`config.mk`:
```
export PLATFORM = sky130hd
export DESIGN_NAME = cpu_multicycle_ctrl
export DESIGN_NICKNAME = d
export VERILOG_FILES = /design/src/rtl/cpu_multicycle_ctrl.sv
export SDC_FILE = /design/constraint.sdc
export NUM_CORES = 1
export LEC_CHECK = 0
export BUFFER_PORTS_ARGS = -buffer_cell sky130_fd_sc_hd__buf_2
export CAP_MARGIN = 0
export CORE_MARGIN = 2
export CORE_UTILIZATION = 40
export DETAILED_ROUTE_END_ITERATION = 12
export PLACE_DENSITY = 0.61
export SLEW_MARGIN = 20
export SYNTH_ARGS = -nofsm -noshare
export SYNTH_HDL_FRONTEND = slang
export SYNTH_SLANG_ARGS = --single-unit
export TNS_END_PERCENT = 30
```
`constraint.sdc`:
```
create_clock -name fast_clk -period 5.5 [get_ports fast_clk]
set_clock_uncertainty 0.15 [all_clocks]
set_input_delay 1.1 -clock fast_clk [delete_from_list [all_inputs] [get_ports fast_clk]]
set_output_delay 1.1 -clock fast_clk [all_outputs]
set_load 0.01 [all_outputs]
```
`src/rtl/cpu_multicycle_ctrl.sv`:
```
// Main control FSM for the multi-cycle MIPS CPU: sequences the shared datapath
// per opcode, stalls on mem_ready, and counts retired instructions.
module cpu_multicycle_ctrl #(
  parameter int unsigned INSTR_CNT_W = 32
) (
  input  logic                   fast_clk,
  input  logic                   reset,
  input  logic [5:0]             opcode,
  input  logic                   zero,
  input  logic                   mem_ready,
  input  logic                   halt,
  output logic                   pc_write,
  output logic                   pc_write_cond,
  output logic                   i_or_d,
  output logic                   mem_read,
  output logic                   mem_write,
  output logic                   ir_write,
  output logic                   mem_to_reg,
  output logic                   reg_dst,
  output logic                   reg_write,
  output logic                   alu_src_a,
  output logic [1:0]             alu_src_b,
  output logic [1:0]             alu_op,
  output logic [1:0]             pc_source,
  output logic [3:0]             state,
  output logic                   illegal,
  output logic [INSTR_CNT_W-1:0] instr_count
);

  localparam logic [3:0] FETCH     = 4'd0;
  localparam logic [3:0] DECODE    = 4'd1;
  localparam logic [3:0] MEM_ADDR  = 4'd2;
  localparam logic [3:0] MEM_READ  = 4'd3;
  localparam logic [3:0] MEM_WB    = 4'd4;
  localparam logic [3:0] MEM_WRITE = 4'd5;
  localparam logic [3:0] R_EXEC    = 4'd6;
  localparam logic [3:0] R_WB      = 4'd7;
  localparam logic [3:0] BRANCH    = 4'd8;
  localparam logic [3:0] JUMP      = 4'd9;
  localparam logic [3:0] ADDI_EXEC = 4'd10;
  localparam logic [3:0] ADDI_WB   = 4'd11;
  localparam logic [3:0] HALTED    = 4'd12;
  localparam logic [3:0] ILLEGAL   = 4'd13;

  localparam logic [5:0] OP_RTYPE = 6'b000000;
  localparam logic [5:0] OP_LW    = 6'b100011;
  localparam logic [5:0] OP_SW    = 6'b101011;
  localparam logic [5:0] OP_BEQ   = 6'b000100;
  localparam logic [5:0] OP_J     = 6'b000010;
  localparam logic [5:0] OP_ADDI  = 6'b001000;

  logic [3:0]             state_q;
  logic [3:0]             state_d;
  logic [5:0]             opcode_q;
  logic                   illegal_q;
  logic [INSTR_CNT_W-1:0] count_q;
  logic                   retire;

  // Raw strobes before reset gating
  logic pc_write_raw, pc_write_cond_raw, mem_read_raw, mem_write_raw;
  logic ir_write_raw, reg_write_raw;

  always_comb begin
    state_d = state_q;
    unique case (state_q)
      FETCH: begin
        if (halt)           state_d = HALTED;
        else if (mem_ready) state_d = DECODE;
      end
      DECODE: begin
        unique case (opcode)
          OP_RTYPE:      state_d = R_EXEC;
          OP_LW, OP_SW:  state_d = MEM_ADDR;
          OP_BEQ:        state_d = BRANCH;
          OP_J:          state_d = JUMP;
          OP_ADDI:       state_d = ADDI_EXEC;
          default:       state_d = ILLEGAL;
        endcase
      end
      MEM_ADDR:  state_d = (opcode_q == OP_LW) ? MEM_READ : MEM_WRITE;
      MEM_READ:  if (mem_ready) state_d = MEM_WB;
      MEM_WB:    state_d = FETCH;
      MEM_WRITE: if (mem_ready) state_d = FETCH;
      R_EXEC:    state_d = R_WB;
      R_WB:      state_d = FETCH;
      BRANCH:    state_d = FETCH;
      JUMP:      state_d = FETCH;
      ADDI_EXEC: state_d = ADDI_WB;
      ADDI_WB:   state_d = FETCH;
      HALTED:    if (!halt) state_d = FETCH;
      ILLEGAL:   state_d = ILLEGAL;
      default:   state_d = FETCH;
    endcase
  end

  always_comb begin
    retire = 1'b0;
    if (state_d == FETCH) begin
      unique case (state_q)
        MEM_WB, MEM_WRITE, R_WB, BRANCH, JUMP, ADDI_WB: retire = 1'b1;
        default:                                        retire = 1'b0;
      endcase
    end
  end

  always_ff @(posedge fast_clk or negedge reset) begin
    if (!reset) begin
      state_q   <= FETCH;
      opcode_q  <= '0;
      illegal_q <= 1'b0;
      count_q   <= '0;
    end else begin
      state_q <= state_d;
      if (state_q == DECODE) opcode_q <= opcode;
      if (state_d == ILLEGAL) illegal_q <= 1'b1;
      if (retire) count_q <= count_q + 1'b1;
    end
  end

  always_comb begin
    pc_write_raw      = 1'b0;
    pc_write_cond_raw = 1'b0;
    mem_read_raw      = 1'b0;
    mem_write_raw     = 1'b0;
    ir_write_raw      = 1'b0;
    reg_write_raw     = 1'b0;
    i_or_d            = 1'b0;
    mem_to_reg        = 1'b0;
    reg_dst           = 1'b0;
    alu_src_a         = 1'b0;
    alu_src_b         = 2'b00;
    alu_op            = 2'b00;
    pc_source         = 2'b00;
    unique case (state_q)
      FETCH: begin
        // halt wins over mem_ready: a halting fetch must not touch IR or PC
        mem_read_raw = !halt;
        ir_write_raw = mem_ready && !halt;
        pc_write_raw = mem_ready && !halt;
        alu_src_b    = 2'b01;
      end
      DECODE: alu_src_b = 2'b11;
      MEM_ADDR: begin
        alu_src_a = 1'b1;
        alu_src_b = 2'b10;
      end
      MEM_READ: begin
        mem_read_raw = 1'b1;
        i_or_d       = 1'b1;
      end
      MEM_WB: begin
        reg_write_raw = 1'b1;
        mem_to_reg    = 1'b1;
      end
      MEM_WRITE: begin
        mem_write_raw = 1'b1;
        i_or_d        = 1'b1;
      end
      R_EXEC: begin
        alu_src_a = 1'b1;
        alu_op    = 2'b10;
      end
      R_WB: begin
        reg_write_raw = 1'b1;
        reg_dst       = 1'b1;
      end
      BRANCH: begin
        alu_src_a         = 1'b1;
        alu_op            = 2'b01;
        pc_write_cond_raw = 1'b1;
        pc_source         = 2'b01;
      end
      JUMP: begin
        pc_write_raw = 1'b1;
        pc_source    = 2'b10;
      end
      ADDI_EXEC: begin
        alu_src_a = 1'b1;
        alu_src_b = 2'b10;
      end
      ADDI_WB: reg_write_raw = 1'b1;
      default: ;
    endcase
  end

  assign pc_write      = pc_write_raw      && reset;
  assign pc_write_cond = pc_write_cond_raw && reset;
  assign mem_read      = mem_read_raw      && reset;
  assign mem_write     = mem_write_raw     && reset;
  assign ir_write      = ir_write_raw      && reset;
  assign reg_write     = reg_write_raw     && reset;
  assign state         = state_q;
  assign illegal       = illegal_q;
  assign instr_count   = count_q;

endmodule

```
# Word-level counts from Yosys, hierarchy flattened
# Cells that the tools add are included.
[totals]
regBits = 43
latchBits = 0
mem_bits_rw = 0
rom_bits = 0
input_bits = 11
out_inout_bits = 53
word_cells = 65
n_memories = 0
[classes]
n_addsub = 1
n_mul = 0
div_mod_pow = 0
order_cmp = 0
eq_ne = 20
shifts = 0
muxes = 23
bitwise = 0
reduce_logical = 17
[op_table]
columns = ["operator", "n"]
rows = [
  ["$pmux 4 s9", 1],
  ["$add 32x1->32 const B", 1],
  ["$eq 4x4->1 const B", 7],
  ["$mux 4", 5],
  ["$pmux 4 s5", 1],
  ["$eq 6x6->1 const B", 3],
  ["$eq 4x3->1 const B", 4],
  ["$mux 1", 10],
  ["$eq 4x2->1 const B", 2],
  ["$logic_not 4->1", 2],
  ["$pmux 2 s2", 2],
  ["$logic_and 1x1->1", 7],
  ["$eq 6x2->1 const B", 1],
  ["$eq 6x3->1 const B", 1],
  ["$eq 6x4->1 const B", 1],
  ["$logic_not 6->1", 1],
  ["$pmux 2 s3", 1],
  ["$reduce_or 2->1", 3],
  ["$reduce_or 6->1", 1],
  ["$eq 4x1->1 const B", 1],
  ["$pmux 1 s2", 2],
  ["$reduce_or 4->1", 1],
  ["$mux 3", 1],
  ["$reduce_or 3->1", 1],
  ["$logic_not 1->1", 1],
]

# Logic depth before layout (Yosys ltp)
# Gate-level depths: netlist (run 1).
[depth]
ltp_word = 6
depth_mapped = 9
ltp_nobuf = 6

# Worst setup path after synthesis (run 1)
# No wires, ideal clock.
[synth_path]
path_kind = "input to output"
startpoint = "in halt"
endpoint = "out pc_write"
arrival_time_ps = 1878
required_time_ps = 4250
slack_ps = 2372
path_stages = 4
path_buffers = 0
cell_sequence = "nand2b_1 > nor3_1 > a21oi_1 > nor4b_1"
[synth_between]
elab_chain_len = 4
[synth_rtl]
columns = ["item", "line", "text"]
rows = [
  ["from (decl)", "11", "input logic halt,"],
  ["$logic_not 1->1", "139", "pc_write_raw = mem_ready && !halt;"],
  ["$logic_and 1x1->1", "139", ""],
  ["$pmux 1 s2", "134", "unique case (state_q)"],
  ["$logic_and 1x1->1", "186", "assign pc_write = pc_write_raw && reset;"],
  ["to (decl)", "12", "output logic pc_write,"],
]
# Every way passes these cells.

# Worst setup path in the final report (run 1)
# Ends and elaborated chain as after synthesis.

==> results of run 1 <==
-- state kept, by name, summed over array words and instances, names as in the netlist --
name and count:
instr_count 32, opcode_q 6, state 4, illegal 1
-- metrics by stage --
| stage | hold WS (ns) | setup WS (ns) | instances | util, % | total power, mW |
|---|---|---|---|---|---|
| after detailed placement | 0.3071 | 2.232 | 372 | 46.58 | 0.8945 |
| after floorplan | 0.3224 | 2.372 | 249 | - | 0.7902 |
| final | 0.3157 | 2.228 | 380 | 48.47 | 1.130 |
| after global placement | 0.3064 | 2.228 | 372 | 46.58 | 0.8885 |
| after CTS | 0.3229 | 2.224 | 380 | 48.47 | 1.144 |
| after global routing | 0.3328 | 2.149 | 380 | 48.47 | 1.211 |
-- per-layer routing --
metal	GRT usage, %	up-vias	part of all wire (%)
met5	0	-	0
met4	5.410	0	1.2
met3	4.348	5	5.7
met2	24.35	58	44
met1	25.53	980	49
li1	-	1012	-
-- synth_stat cells, types with 7 or more instances --
library cell | count | area, um^2
nand3_1 | 15 | 75.07
xnor2_1 | 18 | 157.7
nand4_1 | 14 | 87.58
and3_1 | 8 | 50.05
xor2_1 | 14 | 122.6
mux2_2 | 7 | 78.83
nand2_1 | 17 | 63.81
dfrtp_1 | 43 | 1076
nor2_1 | 14 | 52.55
nor3_1 | 17 | 85.08
-- logic make-up (layout without fill, tap and decap cells) --
group	after synthesis	in the layout	synth area share [%]
simple gates	121	121	28.98
fa+ha+maj	1	1	0.5075
buf+inv	17	73	4.466
flops	43	43	43.65
xor+xnor	32	32	11.37
compound gates	28	28	7.818
mux	7	7	3.198
-- power by group --
part	switching (mW)	leakage (nW)	internal [mW]
combinational	0.226	0.793	0.184
sequential	0.101	0.559	0.376
clock	0.108	0.0581	0.135
total	0.435	1.41	0.695
-- worst min-delay path by stage --
stage / startpoint / endpoint / cells past startpoint
after floorplan: opcode_q[5]$_DFFE_PN0P_ / opcode_q[5]$_DFFE_PN0P_ / 1
after global placement: instr_count[31]$_DFFE_PN0P_ / instr_count[31]$_DFFE_PN0P_ / 1
after detailed placement: instr_count[31]$_DFFE_PN0P_ / instr_count[31]$_DFFE_PN0P_ / 1
after CTS: instr_count[31]$_DFFE_PN0P_ / instr_count[31]$_DFFE_PN0P_ / 1
after global routing: instr_count[31]$_DFFE_PN0P_ / instr_count[31]$_DFFE_PN0P_ / 1
final: instr_count[31]$_DFFE_PN0P_ / instr_count[31]$_DFFE_PN0P_ / 1
-- final cells by class --
cell class | count | area (um^2)
Clock buffer | 5 | 68.82
Clock inverter | 3 | 43.79
Fill cell | 606 | 3069
Inverter | 2 | 7.507
Multi-Input combinational cell | 189 | 1279
Sequential cell | 43 | 1076
Tap cell | 75 | 93.84
Timing Repair Buffer | 63 | 317.8
==> impl_metrics.json, run 1 <==
{
  "drive_gt1_share_pct": 27.87,
  "synthFlopType": "dfrtp_1",
  "cpMaxStageDelayCell": "nor4b_1",
  "period_needed_ns": 3.272,
  "p_leak_nw": 1.410,
  "fin_crit_sh_pct": 59.49,
  "fin_nets": 316,
  "synth_cells": 249,
  "firstDrtPassIters": 4,
  "final_area_mm2": 0.002887,
  "mostFrequentLayoutCell": "buf_2",
  "clk_pin_slew_ns": 0.08,
  "overflow": 0,
  "cts_hold_buffers": 0,
  "htree_num_levels": 2,
  "routed_via_density": 5.408,
  "post-dp-hpwl_um": 3875,
  "end_kind": "primary output",
  "critical_path_depth": 6,
  "max_stage_delay_ns": 0.25,
  "status": "complete, no violations",
  "p_per_area_mw_per_mm2": 391.5,
  "crit_path_end": "pc_write",
  "pin_count": 64,
  "synth_enable_flop_cells": 0,
  "critPathKind": "input port to primary output",
  "setup_viol": 0,
  "core_region_area_mm2": 0.005956,
  "max_slew_margin_pct": 51.91,
  "antenna_found_initial": 0,
  "clkSinkCount": 43,
  "hold_viol_final": 0,
  "first_global_vias": 1832,
  "ctsResizeCount": 0,
  "cts_tree": "yes",
  "yosys_warnings": 0,
  "dieArea_mm2": 0.006806,
  "reg2reg_slack_ns": 3.01,
  "grt_pass1_wl_um": 9073,
  "syn_area_mm2": 0.002465,
  "cts_root_buf": "clkbuf_8",
  "synth-seq-cells": 43,
  "reg2regPathDepth": 5,
  "startpoint_type": "input port",
  "post_cts_buffers": 0,
  "critical_path_arrival_ns": 2.02,
  "crit_chain": "buf_2 > nand2b_1 > nor3_1 > a21oi_1 > nor4b_1 > buf_2",
  "area_delta_synth_final_pct": 17.11,
  "numCtsBuffers": 5,
  "min_path_type": "flop to flop",
  "dieHeight_um": 82.50,
  "rows": 28,
  "critical-path-top-delay-family": "simple AND/OR/NAND/NOR gates",
  "irDropWorstVdd_mv": 0.2636,
  "cpMostUsedCell": "buf_2",
  "startpoint": "halt",
  "clock_path_buffers": 2,
  "required_ns": 4.25,
  "post-route-drc-count": 0,
  "globalplace.congestion": 0.8131,
  "antenna_left": 0,
  "avgSynthCellArea_um2": 9.899,
  "track_usage_pct": 17.18,
  "ys_seq_area_share_pct": 43.65,
  "portBuffers": 62,
  "grt_max_degree": 31,
  "drt-initial-drc-count": 124,
  "diodes": 0,
  "synth.net_count": 261,
  "die-width_um": 82.50,
  "critPathBufInv": 2,
  "fmax_mhz": 305.6,
  "timing.rr.end": "instr_count[24]$_DFFE_PN0P_",
  "async_flop_share_pct": 100.0,
  "cp_max_fo": 5,
  "avgRoutedWirePerCell_um": 14.44,
  "r2r_start": "state[0]$_DFF_PN0_",
  "placed_cell_area_mm2": 0.002774,
  "vias": 2055,
  "ys_types": 46,
  "clock_latency_ns": 0.30,
  "rsz0062_at_grt": "no",
  "finalSetupTns_ns": 0,
  "worst_pin_slew_ns": 0.7213,
  "routed_wl_um": 5489,
  "final_cell_mix": "62 x buf_2, 43 x dfrtp_1, 18 x xnor2_1",
  "slew_violations": 0,
  "max_cap_viol_count": 0,
  "initial_core_util_pct": 41.39
}
Power figures use the tool's default switching activity.
==> run 2, diff against run 1 <==
--- a/config.mk
+++ b/config.mk
@@ -5,12 +5,13 @@
 export SDC_FILE = /design/constraint.sdc
 export NUM_CORES = 1
 export LEC_CHECK = 0
+export ABC_AREA = 1
 export BUFFER_PORTS_ARGS = -buffer_cell sky130_fd_sc_hd__buf_2
 export CAP_MARGIN = 0
 export CORE_MARGIN = 2
 export CORE_UTILIZATION = 40
 export DETAILED_ROUTE_END_ITERATION = 12
-export PLACE_DENSITY = 0.61
+export PLACE_DENSITY = 0.6
 export SLEW_MARGIN = 20
 export SYNTH_ARGS = -nofsm -noshare
 export SYNTH_HDL_FRONTEND = slang
==> constraint.sdc (replaced) <==
create_clock -name fast_clk -period 3.2 [get_ports fast_clk]
set_clock_uncertainty 0.15 [all_clocks]
set_input_delay 0.64 -clock fast_clk [delete_from_list [all_inputs] [get_ports fast_clk]]
set_output_delay 0.64 -clock fast_clk [all_outputs]
set_load 0.01 [all_outputs]
==> run 2 against run 1 <==
Net effect:
- synthesized cell count rose by 82%
- routed wire length rose by 36%
- combinational power grew to 2.6 times the previous value
- die area grew 21%
- non-clock buffer count grew 2
- largest cell class unchanged
- largest power group is now combinational cells
==> impl_metrics.json, run 2 <==
{
  "placedCellCount": 604,
  "initial_core_util_pct": 41.44,
  "startpoint_type": "flop",
  "drt-initial-drc-count": 125,
  "synth-seq-cells": 43,
  "post_cts_buffers": 0,
  "numCtsBuffers": 5,
  "synth_cells": 453,
  "yosys-top-cells-count": "141 x nand2_1, 65 x inv_1, 47 x nor2_1",
  "critical_path_depth": 6,
  "firstDrtPassIters": 5,
  "ctsResizeCount": 0,
  "syn_area_mm2": 0.003005,
  "antenna_found_initial": 0,
  "drive_gt1_share_pct": 18.71,
  "clock_latency_ns": 0.30,
  "fmax_mhz": 404.7,
  "cts_hold_buffers": 0,
  "rsz0062_at_grt": "no",
  "period_needed_ns": 2.471,
  "area_delta_synth_final_pct": 17.49,
  "routed_via_density": 4.998,
  "avgRoutedWirePerCell_um": 12.19,
  "max_slew_margin_pct": 62.18,
  "antenna_left": 0,
  "ys_types": 30,
  "fin_nets": 524,
  "hold_viol_final": 0,
  "globalplace.congestion": 0.8526,
  "clock_path_buffers": 2,
  "async_flop_share_pct": 100.0,
  "synthFlopType": "dfrtp_1",
  "end_kind": "primary output",
  "slew_violations": 0,
  "final_cell_mix": "141 x nand2_1, 65 x inv_1, 62 x buf_2",
  "post-route-util_pct": 48.68,
  "track_usage_pct": 18.93,
  "synth_most_common_cell": "nand2_1",
  "p_leak_nw": 1.944,
  "fin_crit_sh_pct": 77.22,
  "core_region_area_mm2": 0.007253,
  "netlist_top_cells_area": "dfrtp_1 36%, nand2_1 18%, nand4_1 9.0%",
  "irDropWorstVdd_mv": 0.3182,
  "critPathKind": "flop to primary output",
  "ys_seq_area_share_pct": 35.80,
  "setup_viol": 0,
  "synth_enable_flop_cells": 0,
  "clkSinkCount": 43,
  "yosys_warnings": 0,
  "dieArea_mm2": 0.008223,
  "mostFrequentLayoutCell": "nand2_1",
  "pin_count": 64,
  "required_ns": 2.41,
  "dieHeight_um": 90.68,
  "crit_chain": "nor2_4 > inv_2 > nor2_1 > nand3_1 > o21ai_0 > buf_2",
  "die-width_um": 90.68,
  "post-dp-hpwl_um": 5611,
  "cts_root_buf": "clkbuf_8",
  "vias": 3059,
  "finalSetupTns_ns": 0,
  "cpMaxStageDelayCell": "dfrtp_1",
  "stdcell_count": 612,
  "status": "complete, no violations",
  "cp_max_fo": 7,
  "reg2regPathDepth": 10,
  "avgSynthCellArea_um2": 6.634,
  "netlist.area_leader.share_pct": 35.80,
  "grt_max_degree": 40,
  "clk_pin_slew_ns": 0.08,
  "routed_wl_um": 7462,
  "grt_pass1_wl_um": 12900,
  "pre_cts_slack_ns": 0.5111,
  "p_per_area_mw_per_mm2": 645.7,
  "first_global_vias": 2804,
  "portBuffers": 62,
  "largest_register_ffs": 32,
  "reg2reg_slack_ns": 0.86,
  "cts_tree": "yes",
  "yosys.area.top_type": "dfrtp_1",
  "post-route-drc-count": 0,
  "max_stage_delay_ns": 0.48,
  "htree_num_levels": 2,
  "critPathBufInv": 2,
  "min_path_type": "input port to async pin",
  "finalWorstSetupSlack_ns": 0.7291,
  "critical_path_arrival_ns": 1.68,
  "worst_pin_slew_ns": 0.5660,
  "diodes": 0,
  "total_power_mw": 2.280,
  "max_cap_viol_count": 0,
  "overflow": 0,
  "critical-path-top-delay-family": "simple AND/OR/NAND/NOR gates",
  "synth.net_count": 465,
  "rows": 31
}
run 2: changes by cell type in the layout (fill, tap and decap cells not counted), sizes merged, moves of 4 or more:
cell	delta
nor4b	-4
nor4	-5
nand2b	-6
inv	+73
and4	-4
xnor2	-17
and3	-8
nor2b	-4
nor2	+38
xor2	-9
nand3	+27
nand2	+129
mux2	-7
nand4	+29
run 2: path summary, 6_finish.rpt:
check                                     from                     endpoint
max                         state[2]$_DFF_PN0_                     pc_write
min                                      reset          illegal$_DFFE_PN0N_
max reg2reg                 state[1]$_DFF_PN0_  instr_count[27]$_DFFE_PN0P_
min reg2reg                illegal$_DFFE_PN0N_          illegal$_DFFE_PN0N_
max in group asynchronous                reset   instr_count[0]$_DFFE_PN0P_
min in group fast_clk      illegal$_DFFE_PN0N_          illegal$_DFFE_PN0N_
run 2: area by class of cell:
type	count	area [um^2]
clock inverter	3	67.56
fill	753	3722
timing repair buffer	65	357.8
tap	99	123.9
clock buffer	5	68.82
multi-input combinational	322	1555
inverter	75	281.5
sequential	43	1076
run 2: cell families (layout without fill, tap and decap cells):
| group | count (synthesis) | after routing | synth area share (%) |
|---|---|---|---|
| simple gates | 300 | 300 | 46.38 |
| buf+inv | 88 | 148 | 12.70 |
| flops | 43 | 43 | 35.80 |
| compound gates | 15 | 15 | 2.956 |
| xor+xnor | 6 | 6 | 1.749 |
| fa+ha+maj | 1 | 1 | 0.4163 |
run 2: through the flow:
step | instance area (um^2) | hold WS, ns
2_1_floorplan | 3005 | 0.1944
3_3_place_gp | 3395 | 0.3063
5_1_grt | 3531 | 0.1743
6_report | 3531 | 0.1517
3_5_place_dp | 3395 | 0.3157
4_1_cts | 3531 | 0.1728
run 2: worst reg2reg max path: stages (launching register included):
cell     delay [ns]
dfrtp_1        0.49
nor2_1         0.12
inv_1          0.11
nor2_1         0.06
nand3_1        0.11
nand4_1        0.16
a21oi_4        0.50
buf_12         0.27
nand3_1        0.12
nand2_1        0.09
nand2_1        0.05
run 2: metal layers:
metal | routed length [um] | GRT usage (%) | share of wire (%)
met1 | 3545 | 26.04 | 48
met2 | 3427 | 30.60 | 46
met3 | 393 | 3.422 | 5.3
met4 | 95 | 5.128 | 1.3
met5 | 0 | 0 | 0
run 2: where the power goes:
group	internal (mW)	switching, mW
Combinational	0.321	0.747
Clock	0.311	0.197
Sequential	0.619	0.0836
==> run 3, diff against run 2 <==
--- a/config.mk
+++ b/config.mk
@@ -11,7 +11,7 @@
 export CORE_MARGIN = 2
 export CORE_UTILIZATION = 40
 export DETAILED_ROUTE_END_ITERATION = 12
-export PLACE_DENSITY = 0.6
+export PLACE_DENSITY = 0.62
 export SLEW_MARGIN = 20
 export SYNTH_ARGS = -nofsm -noshare
 export SYNTH_HDL_FRONTEND = slang
==> constraint.sdc (replaced) <==
create_clock -name fast_clk -period 1.99 [get_ports fast_clk]
set_clock_uncertainty 0.15 [all_clocks]
set_input_delay 0.398 -clock fast_clk [delete_from_list [all_inputs] [get_ports fast_clk]]
set_output_delay 0.398 -clock fast_clk [all_outputs]
set_load 0.01 [all_outputs]
==> run 3 against run 2 <==
Net effect:
- the flow now finishes with violations (setup timing)
- critical endpoint is now instr_count[13]$_DFFE_PN0P_
- count of clock-buffer cells in the layout is 1 higher
- routed wire length increased by 16%
- largest power group unchanged
- hold slack worse by 0.063 ns
- sequential share of layout area shrank 4.4 points
- setup slack got worse by 0.79 ns
- total power up 110%
- design area up 18%
==> impl_metrics.json, run 3 (same netlist as run 2, synthesis figures left out) <==
{
  "status": "finished, violations left",
  "violations": "setup timing",
  "antenna_left": 0,
  "vias": 3363,
  "p_int_mw": 2.688,
  "sequentialPowerShare_pct": 23.8,
  "area_delta_synth_final_pct": 38.13,
  "critical_path_arrival_ns": 2.08,
  "antenna_found_initial": 0,
  "wl_met1_um": 4021,
  "drt-initial-drc-count": 223,
  "cts_tree": "yes",
  "final_cell_mix": "131 x nand2_1, 63 x inv_1, 62 x buf_2",
  "clkPwrFrac_pct": 10.7,
  "diodes": 0,
  "track_usage_pct": 19.70,
  "initial_core_util_pct": 41.44,
  "clk_pin_slew_ns": 0.08,
  "fmax_mhz": 488.6,
  "htree_num_levels": 2,
  "first_global_vias": 2983,
  "placedCellCount": 635,
  "pin_count": 64,
  "wl_met3_um": 439,
  "pre_cts_slack_ns": -0.2062,
  "mostFrequentLayoutCell": "nand2_1",
  "cts_root_buf": "clkbuf_8",
  "cp_max_fo": 6,
  "globalplace.congestion": 0.8805,
  "timing.rr.end": "instr_count[13]$_DFFE_PN0P_",
  "reg2reg_slack_ns": -0.06,
  "clock_path_buffers": 2,
  "overflow": 0,
  "required_ns": 2.03,
  "max_cap_viol_count": 0,
  "multiInputGateArea_mm2": 0.001717,
  "cpMostUsedCell": "nand2_1",
  "slew_violations": 0,
  "largest_register_ffs": 32,
  "finalSetupTns_ns": -0.4606,
  "met2_wirelength_um": 4139,
  "dieHeight_um": 90.68,
  "dieArea_mm2": 0.008223,
  "clkSinkCount": 43,
  "grt_max_degree": 44,
  "drive_gt1_share_pct": 32.62,
  "stdcell_count": 663,
  "period_needed_ns": 2.047,
  "p_comb_share_pct": 65.5,
  "highest_layer": "met4",
  "r2r_start": "state[3]$_DFF_PN0_",
  "max_slew_margin_pct": 62.68,
  "p_per_area_mw_per_mm2": 1149,
  "fin_crit_sh_pct": 102.8,
  "cpMaxStageDelayCell": "dfrtp_2",
  "routed_via_density": 5.072,
  "portBuffers": 62,
  "p_leak_nw": 2.229,
  "rows": 31,
  "grt_pass1_wl_um": 13560,
  "finalWorstSetupSlack_ns": -0.05665,
  "startpoint_type": "flop",
  "post-route-drc-count": 0,
  "switching_share_pct": 43.63,
  "crit_chain": "inv_1 > nand2_1 > nand2_2 > nand2_1 > nand2_1 > inv_2 > nand2_2 > nor2_4 > nand3_4 > nor2_8 > buf_6 > clkbuf_16 > nand3_1 > nand2_1 > nand2_1",
  "worst_pin_slew_ns": 0.5597,
  "end_kind": "flop",
  "clock_latency_ns": 0.29,
  "hold_viol_final": 0,
  "irDropWorstVdd_mv": 0.6090,
  "min_path_type": "input port to async pin",
  "reg2regPathDepth": 15,
  "core_region_area_mm2": 0.007253,
  "fin_nets": 577,
  "max_stage_delay_ns": 0.45,
  "die-width_um": 90.68,
  "seq_area_mm2": 0.001081,
  "post-dp-hpwl_um": 5789,
  "power.switching_mw": 2.080,
  "rsz0062_at_grt": "yes",
  "numCtsBuffers": 5,
  "post-route-util_pct": 57.24,
  "critPathKind": "flop to flop",
  "n_fill_cell": 701,
  "routed_wl_um": 8646,
  "avgRoutedWirePerCell_um": 13.04,
  "firstDrtPassIters": 5,
  "setup_viol": 20
}
-- run 3: changes by cell type in the layout (fill, tap and decap cells not counted), sizes merged --
cell and delta:
clkinvlp -1, clkbuf +4, nand3 +1, bufinv -2
buf +49
-- run 3: power groups by stage --
stage                     combinational (mW)  clock (mW)  sequential, mW
final                                   3.12       0.511            1.13
after global routing                    3.34       0.563            1.16
after CTS                               2.56       0.533            1.13
after detailed placement                2.00           0            1.14
after global placement                  1.99           0            1.13
after floorplan                         1.37           0            1.15
-- run 3: timing repair --
action / CTS / global route
hold buffers: 0 / 0
setup endpoints to repair: 31 / 38
pin swaps: 3 / 13
gates cloned: 2 / 4
resized for setup: 15 / 41
setup buffers: 11 / 6
-- run 3: through the flow --
| stage | area, um^2 | power [mW] | hold WS (ns) |
|---|---|---|---|
| after floorplan | 3005 | 2.518 | -0.04759 |
| after global placement | 3640 | 3.118 | 0.3160 |
| after detailed placement | 3640 | 3.142 | 0.3201 |
| after CTS | 3891 | 4.215 | 0.1051 |
| after global routing | 4151 | 5.066 | 0.1310 |
| final | 4151 | 4.768 | 0.08904 |
-- run 3: critical path, delay by kind of cell (launching register included) --
kind | cells | cell delay [ns]
buf+inv | 4 | 0.41
flops | 1 | 0.45
simple gates | 11 | 0.93
-- run 3: routing by layer --
metal	vias up	track usage [%]
met2	92	32.96
met3	5	3.506
met5	-	0
met4	0	3.462
li1	1682	-
met1	1584	26.97
-- run 3: final cells by class --
cell class | count | share of cell area (%)
multi-input combinational | 323 | 41.35
timing repair buffer | 117 | 21.10
tap | 99 | 2.984
inverter | 75 | 6.781
clock buffer | 6 | 1.748
sequential | 43 | 26.04
-- run 3: worst max path at each step --
| stage | from | to | cells past startpoint |
|---|---|---|---|
| after floorplan | state[3]$_DFF_PN0_ | instr_count[8]$_DFFE_PN0P_ | 14 |
| after global routing | state[3]$_DFF_PN0_ | instr_count[21]$_DFFE_PN0P_ | 15 |
| after detailed placement | opcode[3] | instr_count[24]$_DFFE_PN0P_ | 14 |
| after global placement | opcode[3] | instr_count[19]$_DFFE_PN0P_ | 14 |
| after CTS | state[2]$_DFF_PN0_ | pc_write | 7 |
| final | state[3]$_DFF_PN0_ | instr_count[13]$_DFFE_PN0P_ | 15 |
